File: config.mk
export PLATFORM = sky130hd
export DESIGN_NAME = encoder_speed_meter
export DESIGN_NICKNAME = d
export VERILOG_FILES = /design/src/rtl/encoder_speed_meter.sv
export SDC_FILE = /design/constraint.sdc
export NUM_CORES = 1
export LEC_CHECK = 0
export CORE_MARGIN = 1.5
export CORE_UTILIZATION = 45
export CTS_CLUSTER_DIAMETER = 60
export DETAILED_ROUTE_END_ITERATION = 10
export PLACE_DENSITY = 0.67
export SLEW_MARGIN = 25
export SYNTH_ARGS = -nofsm -noshare
export SYNTH_HDL_FRONTEND = slang
export SYNTH_SLANG_ARGS = --single-unit
File: constraint.sdc
create_clock -name clk_i -period 2.5 [get_ports clk_i]
set_input_delay 0.5 -clock clk_i [delete_from_list [all_inputs] [get_ports clk_i]]
set_output_delay 0.5 -clock clk_i [all_outputs]
set_load 0.1 [all_outputs]
File: src/rtl/encoder_speed_meter.sv
// ---------------------------------------------------------------------------
// encoder_speed_meter
//   Rotary-encoder speed meter. It counts encoder pulses over a fixed gate
//   window of CLK_PERIOD clocks. At the end of each window it turns the count
//   into revolutions per minute (count * 60 / PPR) using a small sequential
//   multiply/divide engine. It also keeps a signed whole-revolution count and
//   the direction of travel.
//
//   Optional build macro: QUADRATURE_EN
//     When defined, the synchronised level of channel B at each event gives
//     the direction: 0 = forward, 1 = reverse.
//     When undefined, enc_b_i is ignored and every event counts as forward.
//
// Ports
//   clk_i          system clock
//   rst_i          synchronous, active-high reset
//   enc_a_i        encoder channel A (asynchronous)
//   enc_b_i        encoder channel B (asynchronous, QUADRATURE_EN only)
//   rpm_o          speed of the last completed window, in rev/min
//   rev_count_o    signed running revolution count (wraps mod 2^DATA_WIDTH)
//   status_o       [0] dir (1 = reverse)
//                  [1] moving
//                  [2] overrun (sticky)
//                  [3] busy
//                  all other bits 0
//   sample_valid_o one-cycle pulse when rpm_o is updated
// ---------------------------------------------------------------------------
module encoder_speed_meter #(
  parameter int CLK_PERIOD  = 10_000_000,
  parameter int PPR         = 10,
  parameter int DATA_WIDTH  = 32,
  parameter int SYNC_STAGES = 2
) (
  input  logic                  clk_i,
  input  logic                  rst_i,
  input  logic                  enc_a_i,
  input  logic                  enc_b_i,
  output logic [DATA_WIDTH-1:0] rpm_o,
  output logic [DATA_WIDTH-1:0] rev_count_o,
  output logic [DATA_WIDTH-1:0] status_o,
  output logic                  sample_valid_o
);

  localparam int PW = DATA_WIDTH + 6;
  localparam int WW = (CLK_PERIOD > 1) ? $clog2(CLK_PERIOD) : 1;
  localparam int SW = (PPR > 1) ? $clog2(PPR) : 1;
  localparam int RW = $clog2(PPR) + 2;
  localparam int CW = $clog2(PW);
  localparam logic [RW-1:0] PPR_R  = RW'(PPR);
  localparam logic [WW-1:0] WIN_TC = WW'(CLK_PERIOD - 1);
  localparam logic [SW-1:0] SUB_TOP = SW'(PPR - 1);
  localparam logic [CW-1:0] DIV_LAST = CW'(PW - 1);

  typedef enum logic [1:0] {IDLE, MUL, DIV, DONE} state_t;

  state_t state_q, state_d;

  logic [SYNC_STAGES-1:0] syncA_q;
  logic                   aDly_q;
  logic                   encEvent;
  logic                   dirRev;

  logic [WW-1:0]         winCnt_q;
  logic                  tc;
  logic [DATA_WIDTH-1:0] pulseCnt_q, pulseInc, pulseWithEvt;
  logic [DATA_WIDTH-1:0] snapshot_q;

  logic [PW-1:0]         prod_q;
  logic [RW-2:0]         rem_q;
  logic [RW-1:0]         remShift;
  logic                  qBit;
  logic [CW-1:0]         divCnt_q;

  logic [DATA_WIDTH-1:0] rpm_q, revCount_q;
  logic [SW-1:0]         subCnt_q;
  logic                  sampleValid_q, moving_q, overrun_q, dir_q;
  logic                  busy, doLoad, doStep, doFinish;

  // Channel A synchroniser plus one extra delayed copy for rising-edge detection.
  always_ff @(posedge clk_i) begin
    if (rst_i) begin
      syncA_q <= '0;
      aDly_q  <= 1'b0;
    end else begin
      syncA_q <= {syncA_q[SYNC_STAGES-2:0], enc_a_i};
      aDly_q  <= syncA_q[SYNC_STAGES-1];
    end
  end

  assign encEvent = syncA_q[SYNC_STAGES-1] & ~aDly_q;

`ifdef QUADRATURE_EN
  logic [SYNC_STAGES-1:0] syncB_q;

  always_ff @(posedge clk_i) begin
    if (rst_i) syncB_q <= '0;
    else       syncB_q <= {syncB_q[SYNC_STAGES-2:0], enc_b_i};
  end

  assign dirRev = syncB_q[SYNC_STAGES-1];
`else
  logic unusedEncB;
  assign unusedEncB = enc_b_i;
  assign dirRev     = 1'b0;
`endif

  assign tc = (winCnt_q == WIN_TC);

  // Saturating increment; an event in the terminal cycle still belongs to the closing window.
  assign pulseInc     = (&pulseCnt_q) ? pulseCnt_q : pulseCnt_q + 1'b1;
  assign pulseWithEvt = encEvent ? pulseInc : pulseCnt_q;

  // Gate window, pulse counting, snapshot hand-off and overrun detection.
  always_ff @(posedge clk_i) begin
    if (rst_i) begin
      winCnt_q   <= '0;
      pulseCnt_q <= '0;
      snapshot_q <= '0;
      overrun_q  <= 1'b0;
    end else begin
      winCnt_q <= tc ? '0 : winCnt_q + 1'b1;
      if (tc) begin
        pulseCnt_q <= '0;
        if (state_q == IDLE) snapshot_q <= pulseWithEvt;
        else                 overrun_q  <= 1'b1;
      end else begin
        pulseCnt_q <= pulseWithEvt;
      end
    end
  end

  // Sub-revolution position and signed whole-revolution count.
  always_ff @(posedge clk_i) begin
    if (rst_i) begin
      subCnt_q   <= '0;
      revCount_q <= '0;
      dir_q      <= 1'b0;
    end else if (encEvent) begin
      dir_q <= dirRev;
      if (dirRev) begin
        if (subCnt_q == '0) begin
          subCnt_q   <= SUB_TOP;
          revCount_q <= revCount_q - 1'b1;
        end else begin
          subCnt_q <= subCnt_q - 1'b1;
        end
      end else begin
        if (subCnt_q == SUB_TOP) begin
          subCnt_q   <= '0;
          revCount_q <= revCount_q + 1'b1;
        end else begin
          subCnt_q <= subCnt_q + 1'b1;
        end
      end
    end
  end

  // FSM state register.
  always_ff @(posedge clk_i) begin
    if (rst_i) state_q <= IDLE;
    else       state_q <= state_d;
  end

  // FSM next-state logic.
  always_comb begin
    state_d = state_q;
    case (state_q)
      IDLE:    if (tc) state_d = MUL;
      MUL:     state_d = DIV;
      DIV:     if (divCnt_q == DIV_LAST) state_d = DONE;
      DONE:    state_d = IDLE;
      default: state_d = IDLE;
    endcase
  end

  // FSM output decode.
  always_comb begin
    doLoad   = (state_q == MUL);
    doStep   = (state_q == DIV);
    doFinish = (state_q == DONE);
    busy     = (state_q != IDLE);
  end

  // Restoring division step. The quotient bits shift into the low end of prod_q.
  assign remShift = {rem_q, prod_q[PW-1]};
  assign qBit     = (remShift >= PPR_R);

  // Multiply by 60 as (x<<6)-(x<<2), divide by PPR, then publish the result.
  always_ff @(posedge clk_i) begin
    if (rst_i) begin
      prod_q        <= '0;
      rem_q         <= '0;
      divCnt_q      <= '0;
      rpm_q         <= '0;
      moving_q      <= 1'b0;
      sampleValid_q <= 1'b0;
    end else begin
      sampleValid_q <= 1'b0;
      if (doLoad) begin
        prod_q   <= (PW'(snapshot_q) << 6) - (PW'(snapshot_q) << 2);
        rem_q    <= '0;
        divCnt_q <= '0;
      end
      if (doStep) begin
        rem_q    <= qBit ? (RW-1)'(remShift - PPR_R) : remShift[RW-2:0];
        prod_q   <= {prod_q[PW-2:0], qBit};
        divCnt_q <= divCnt_q + 1'b1;
      end
      if (doFinish) begin
        rpm_q         <= (|prod_q[PW-1:DATA_WIDTH]) ? '1 : prod_q[DATA_WIDTH-1:0];
        moving_q      <= (snapshot_q != '0);
        sampleValid_q <= 1'b1;
      end
    end
  end

  assign rpm_o          = rpm_q;
  assign rev_count_o    = revCount_q;
  assign sample_valid_o = sampleValid_q;
  assign status_o       = {{(DATA_WIDTH-4){1'b0}}, busy, overrun_q, moving_q, dir_q};

endmodule

# Word level (Yosys, flattened, before mapping)
# Cells that the tools add are included.
op_classes:
  n_bitwise: 3
  eq_ne: 8
  order_cmp: 1
  n_addsub: 7
  n_reduce_logical: 11
  mux: 15
op_table:
  columns: ["op", "n"]
  rows:
  - ["$mux W32", 3]
  - ["$mux W38", 2]
  - ["$add A32 B1 Y32 const B", 2]
  - ["$sub A38 B34 Y38", 1]
  - ["$reduce_and A32 Y1", 1]
  - ["$reduce_bool A32 Y1", 1]
  - ["$add A24 B1 Y24 const B", 1]
  - ["$eq A24 B24 Y1 const B", 1]
  - ["$mux W5", 3]
  - ["$mux W6", 2]
  - ["$pmux W2 S4", 1]
  - ["$reduce_and A2 Y1", 4]
  - ["$add A6 B1 Y6 const B", 1]
  - ["$eq A6 B6 Y1 const B", 1]
  - ["$ge A6 B4 Y1 const B", 1]
  - ["$reduce_or A6 Y1", 1]
  - ["$sub A5 B4 Y5 const B", 1]
  - ["$add A4 B1 Y4 const B", 1]
  - ["$eq A2 B2 Y1 const B", 2]
  - ["$eq A4 B4 Y1 const B", 1]
  - ["$mux W2", 2]
  - ["$mux W4", 1]
  - ["$reduce_bool A2 Y1", 2]
  - ["$eq A2 B1 Y1 const B", 1]
  - ["other kinds (7)", 8]
totals:
  out_inout_bits: 97
  inputBits: 4
  reg_bits: 213
  wordCells: 60

# Logic depth before layout (Yosys ltp)
logic_depth:
  ltp_word: 3
  mapped_depth: 10
  depth_no_buf: 9

# Worst setup path before layout
# No wires, ideal clock.
synth_timing:
  kind: "reg2reg"
  startpoint: "register revCount_q[3] (netlist: rev_count_o[3])"
  endpoint: "register revCount_q[29] (netlist: rev_count_o[29])"
  arrival_ns: 2.626
  n_path_buf: 1
  path_slack_ns: -0.196
  setup_ns: 0.070
  required_ns: 2.430
  path_stages_with_launch: 9
  path_cell_list: "dfxtp_1 and4_1 and3_1 clkbuf_1 nand4_1 nor3_2 nand2_1 or3_1 a21oi_1"
synth_via:
  elab_chain_cells: 1
synth_rtl:
  columns: ["element", "line", "rtl"]
  rows:
  - ["start, declared", "74", "logic [DATA_WIDTH-1:0] rpm_q, revCount_q;"]
  - ["start signal, assigned", "143", "revCount_q <= revCount_q - 1'b1;"]
  - ["start signal, assigned", "150", "revCount_q <= revCount_q + 1'b1;"]
  - ["$add A32 B1 Y32", "150", null]
# No other way between the ends.
# A chain may end at the register's enable or synchronous reset.

# Final worst setup path
layout_timing:
  startpoint: "register snapshot_q[1]"
  endpoint: "register prod_q[27]"
layout_via:
  elab_chain_cells: 3
layout_rtl:
  columns: ["element", "line", "rtl"]
  rows:
  - ["start, declared", "66", "logic [DATA_WIDTH-1:0] snapshot_q;"]
  - ["start signal, assigned", "124", "if (state_q == IDLE) snapshot_q <= pulseWithEvt;"]
  - ["$sub A38 B34 Y38", "200", "prod_q <= (PW'(snapshot_q) << 6) - (PW'(snapshot_q) << 2);"]
  - ["$mux W38", "199", "if (doLoad) begin"]
  - ["$mux W38", "204", "if (doStep) begin"]
  - ["end signal, assigned", "200", null]
  - ["end signal, assigned", "206", "prod_q <= {prod_q[PW-2:0], qBit};"]
  - ["end, declared", "68", "logic [PW-1:0] prod_q;"]
# No other way between the ends. The select of a mux whose other input is x is not followed.

==> qor.yml <==
timing:
  fin_hold_ws_ps: 268
  finClkSkew_ps: 8.42
  fin_ws_ps: 23.8
  tightest_slew_ps: 668
  finalSetupViolCount: 0
  slew-limit-headroom: 0.555
  rsz0062_at_grt: "true"
  maxSlewViolCount: 0
  max_clock_freq_mhz: 404
  hold_violations: 0
  fin_crit_ps: 2480
  period_share: 0.990
  setup_tns_ps: 0
clock_tree:
  clk_pin_slew_ps: 60
  clock_path_buffers: 3
  clk_latency_ps: 510
  cts_sinks: 213
  htreeDepth: 1
  cts-root-buf: "clkbuf_16"
  ctsHoldBuffers: 0
  tritoncts: "built"
  cts-buffers-inserted: 24
setup_path:
  path_buf_inv: 1
  cp_slowest_cell: "or3_4"
  path_cells: "buf_4 > nor4_4 > a2111oi_2 > or3_4 > a211o_1 > a2111o_1 > o211ai_2 > nor3_2"
  reg2reg_depth: 8
  max_stage_delay_ps: 430
  end_kind: "flop"
  cp.required_ps: 2870
  critPathKind: "flop to flop"
  cp-start-kind: "flop"
  cp_top_family: "compound AO/OA/AOI/OAI gates"
  cp_max_fo: 4
  path_depth: 8
  crit_arrival_ps: 2850
grt:
  antenna_found_initial: 0
  grtUsageTotal: 0.203
  grt_pass1_vias: 8854
  grt_max_degree: 67
  grt_pass1_wl_um: 44000
  grt_overflow: 0
synth:
  synth_commonest_cells: "243 x nor2_1, 213 x dfxtp_1, 88 x nand2_1"
  async_flop_share: 0
  ys.flop_type: "dfxtp_1"
  synth.yosys.seq_area_share: 0.382
  yosys.area.top_type: "dfxtp_1"
  synth-seq-cells: 213
  yosys_warnings: 0
  avgSynthCellArea_um2: 8.13
  ys_top_cells_by_area: "dfxtp_1 38%, nor2_1 8.2%, xor2_1 5.5%"
  syn_area_um2: 11200
  synth_edf_count: 0
  synth.distinct_cells: 78
  synth_top_area_frac: 0.382
  synthCells: 1373
  synth.most_common_cell: "nor2_1"
routing:
  wirelength_um: 26700
  drcViolationCount: 0
  ant_nets: 0
  drt_pass1_iterations: 5
  avgRoutedWirePerCell_um: 14.7
  routed_via_density: 5.29
  vias: 9631
  drt_iter0_markers: 679
power:
  sequentialPowerShare: 0.421
  totalPowerFinal_w: 0.00872
  pwr-share-clk: 0.442
  comb_power_share: 0.136
  cellLeakagePower_nw: 5.26
  swShare: 0.269
  power.density_nw_per_um2: 652
  p_sw_w: 0.00234
  peakVddDrop_uv: 544
  internal_power_w: 0.00638
place:
  post-place-ws_ps: -22.8
  place.detailed.hpwl_um: 19300
  dp_cells: 1775
  portBuffers: 70
  gp_congestion: 0.893
hold_path:
  hold_path.class: "input pin to flop"
  min_path_cells: 2
floorplan:
  core_um2: 24300
  rows: 57
  dieArea_um2: 25700
  start_util: 0.459
  fp.dieW_um: 160
  dieHeight_um: 160
  pin_count: 101
layout:
  area_growth_syn_to_layout_pct: 19.8
  antennaDiodeCount: 0
  layout-drive-gt1-share: 0.172
  fin_nets: 1521
  stdcell_count: 1821
job:
  cap_violations: 0
status:
  status: "finished clean"
## timing repair
item | 4_1_cts | 5_1_grt
setup buffers | 0 | 2
setup endpoints to repair | 1 | 18
resized for setup | 3 | 31
pin swaps | 2 | 6
## cells in the final DEF, fill, tap and decap left out, types with 6 or more instances in the layout
cell | netlist | routed
o21a_1 | 7 | 7
or3_1 | 11 | 10
o211ai_1 | 11 | 11
and4_1 | 12 | 12
nor3b_1 | 7 | 7
and3_1 | 37 | 37
a21oi_2 | 1 | 6
a21oi_1 | 76 | 71
o22ai_1 | 9 | 9
nor2_1 | 243 | 242
nand2_1 | 88 | 88
a211oi_1 | 81 | 78
dfxtp_2 | 0 | 12
clkbuf_16 | 0 | 25
xor2_1 | 70 | 70
nand4_1 | 29 | 29
conb_1 | 1 | 29
ha_1 | 38 | 30
nand3_1 | 48 | 48
dfxtp_1 | 213 | 201
o21ai_0 | 33 | 28
mux2i_1 | 12 | 12
inv_1 | 55 | 54
nor2b_1 | 13 | 12
buf_4 | 32 | 155
nor3_2 | 6 | 8
a21o_1 | 15 | 15
nor4_1 | 8 | 8
xnor2_1 | 36 | 36
o21ai_1 | 2 | 7
and2_1 | 8 | 7
nor3_1 | 22 | 20
## sequential cells by signal, indices dropped and copies added (netlist names)
name and flops:
pulseCnt_q 32, sample_valid_o 1, syncA_q 2, prod_q 38
moving_q 1, divCnt_q 6, winCnt_q 24, rev_count_o 32
state_q 2, subCnt_q 4, aDly_q 1, snapshot_q 32
rem_q 5, rpm_o 32, overrun_q 1
## stage by stage
stage / utilization / area [um2]
2_1_floorplan: - / 11300
4_1_cts: 0.545 / 13200
3_5_place_dp: 0.508 / 12400
3_3_place_gp: 0.508 / 12400
5_1_grt: 0.550 / 13400
6_report: 0.550 / 13400
## worst reg2reg max path: stages (launching register included)
cell and delay, ps:
dfxtp_2 350, buf_4 150, nor4_4 390, a2111oi_2 140
or3_4 430, a211o_1 360, a2111o_1 390, o211ai_2 90
nor3_2 50
## worst paths after layout
kind	start	endpoint	slack, ps
worst max register to register	snapshot_q[1]	prod_q[27]	20
worst min register to register	syncA_q[0]	syncA_q[1]	450
worst max-delay path	snapshot_q[1]	prod_q[27]	20
worst min-delay path	rst_i	prod_q[33]	270
## power groups by stage
stage                     clock network (W)  logic (W)  registers (W)
after global routing                0.00407    0.00133        0.00369
after CTS                           0.00393    0.00119        0.00367
after global placement                    0    0.00116        0.00374
final                               0.00386    0.00119        0.00367
after floorplan                           0    0.00102        0.00371
after detailed placement                  0    0.00118        0.00374
## cells by family (layout without fill, tap and decap cells)
| kind of cell | after synthesis | count (layout) | share of synthesized area |
|---|---|---|---|
| other | 1 | 29 | 0.000336 |
| XOR/XNOR | 106 | 106 | 0.0832 |
| multiplexers | 12 | 12 | 0.0108 |
| flip-flops | 213 | 213 | 0.382 |
| AND/OR/NAND/NOR | 560 | 560 | 0.243 |
| AO/OA/AOI/OAI | 282 | 282 | 0.173 |
| adder cells (fa/ha/maj) | 38 | 38 | 0.0426 |
| buffers and inverters | 161 | 257 | 0.0657 |
## metal layers
| layer | track usage | wire [um] | part of all wire | up-vias |
|---|---|---|---|---|
| li1 | - | - | - | 4967 |
| met1 | 0.284 | 13100 | 0.49 | 4459 |
| met2 | 0.329 | 12100 | 0.45 | 170 |
| met3 | 0.0274 | 928 | 0.035 | 35 |
| met4 | 0.0548 | 571 | 0.021 | 0 |
| met5 | 0 | 0 | 0 | - |
## final cells by class
class	instances	area (um2)
Clock inverter	9	174
Clock buffer	35	713
Inverter	55	206
Timing Repair Buffer	158	1210
Multi-Input combinational cell	1027	6370
Fill cell	2298	11000
Tap cell	324	405
Sequential cell	213	4280
(Power assumes the default switching activity.)
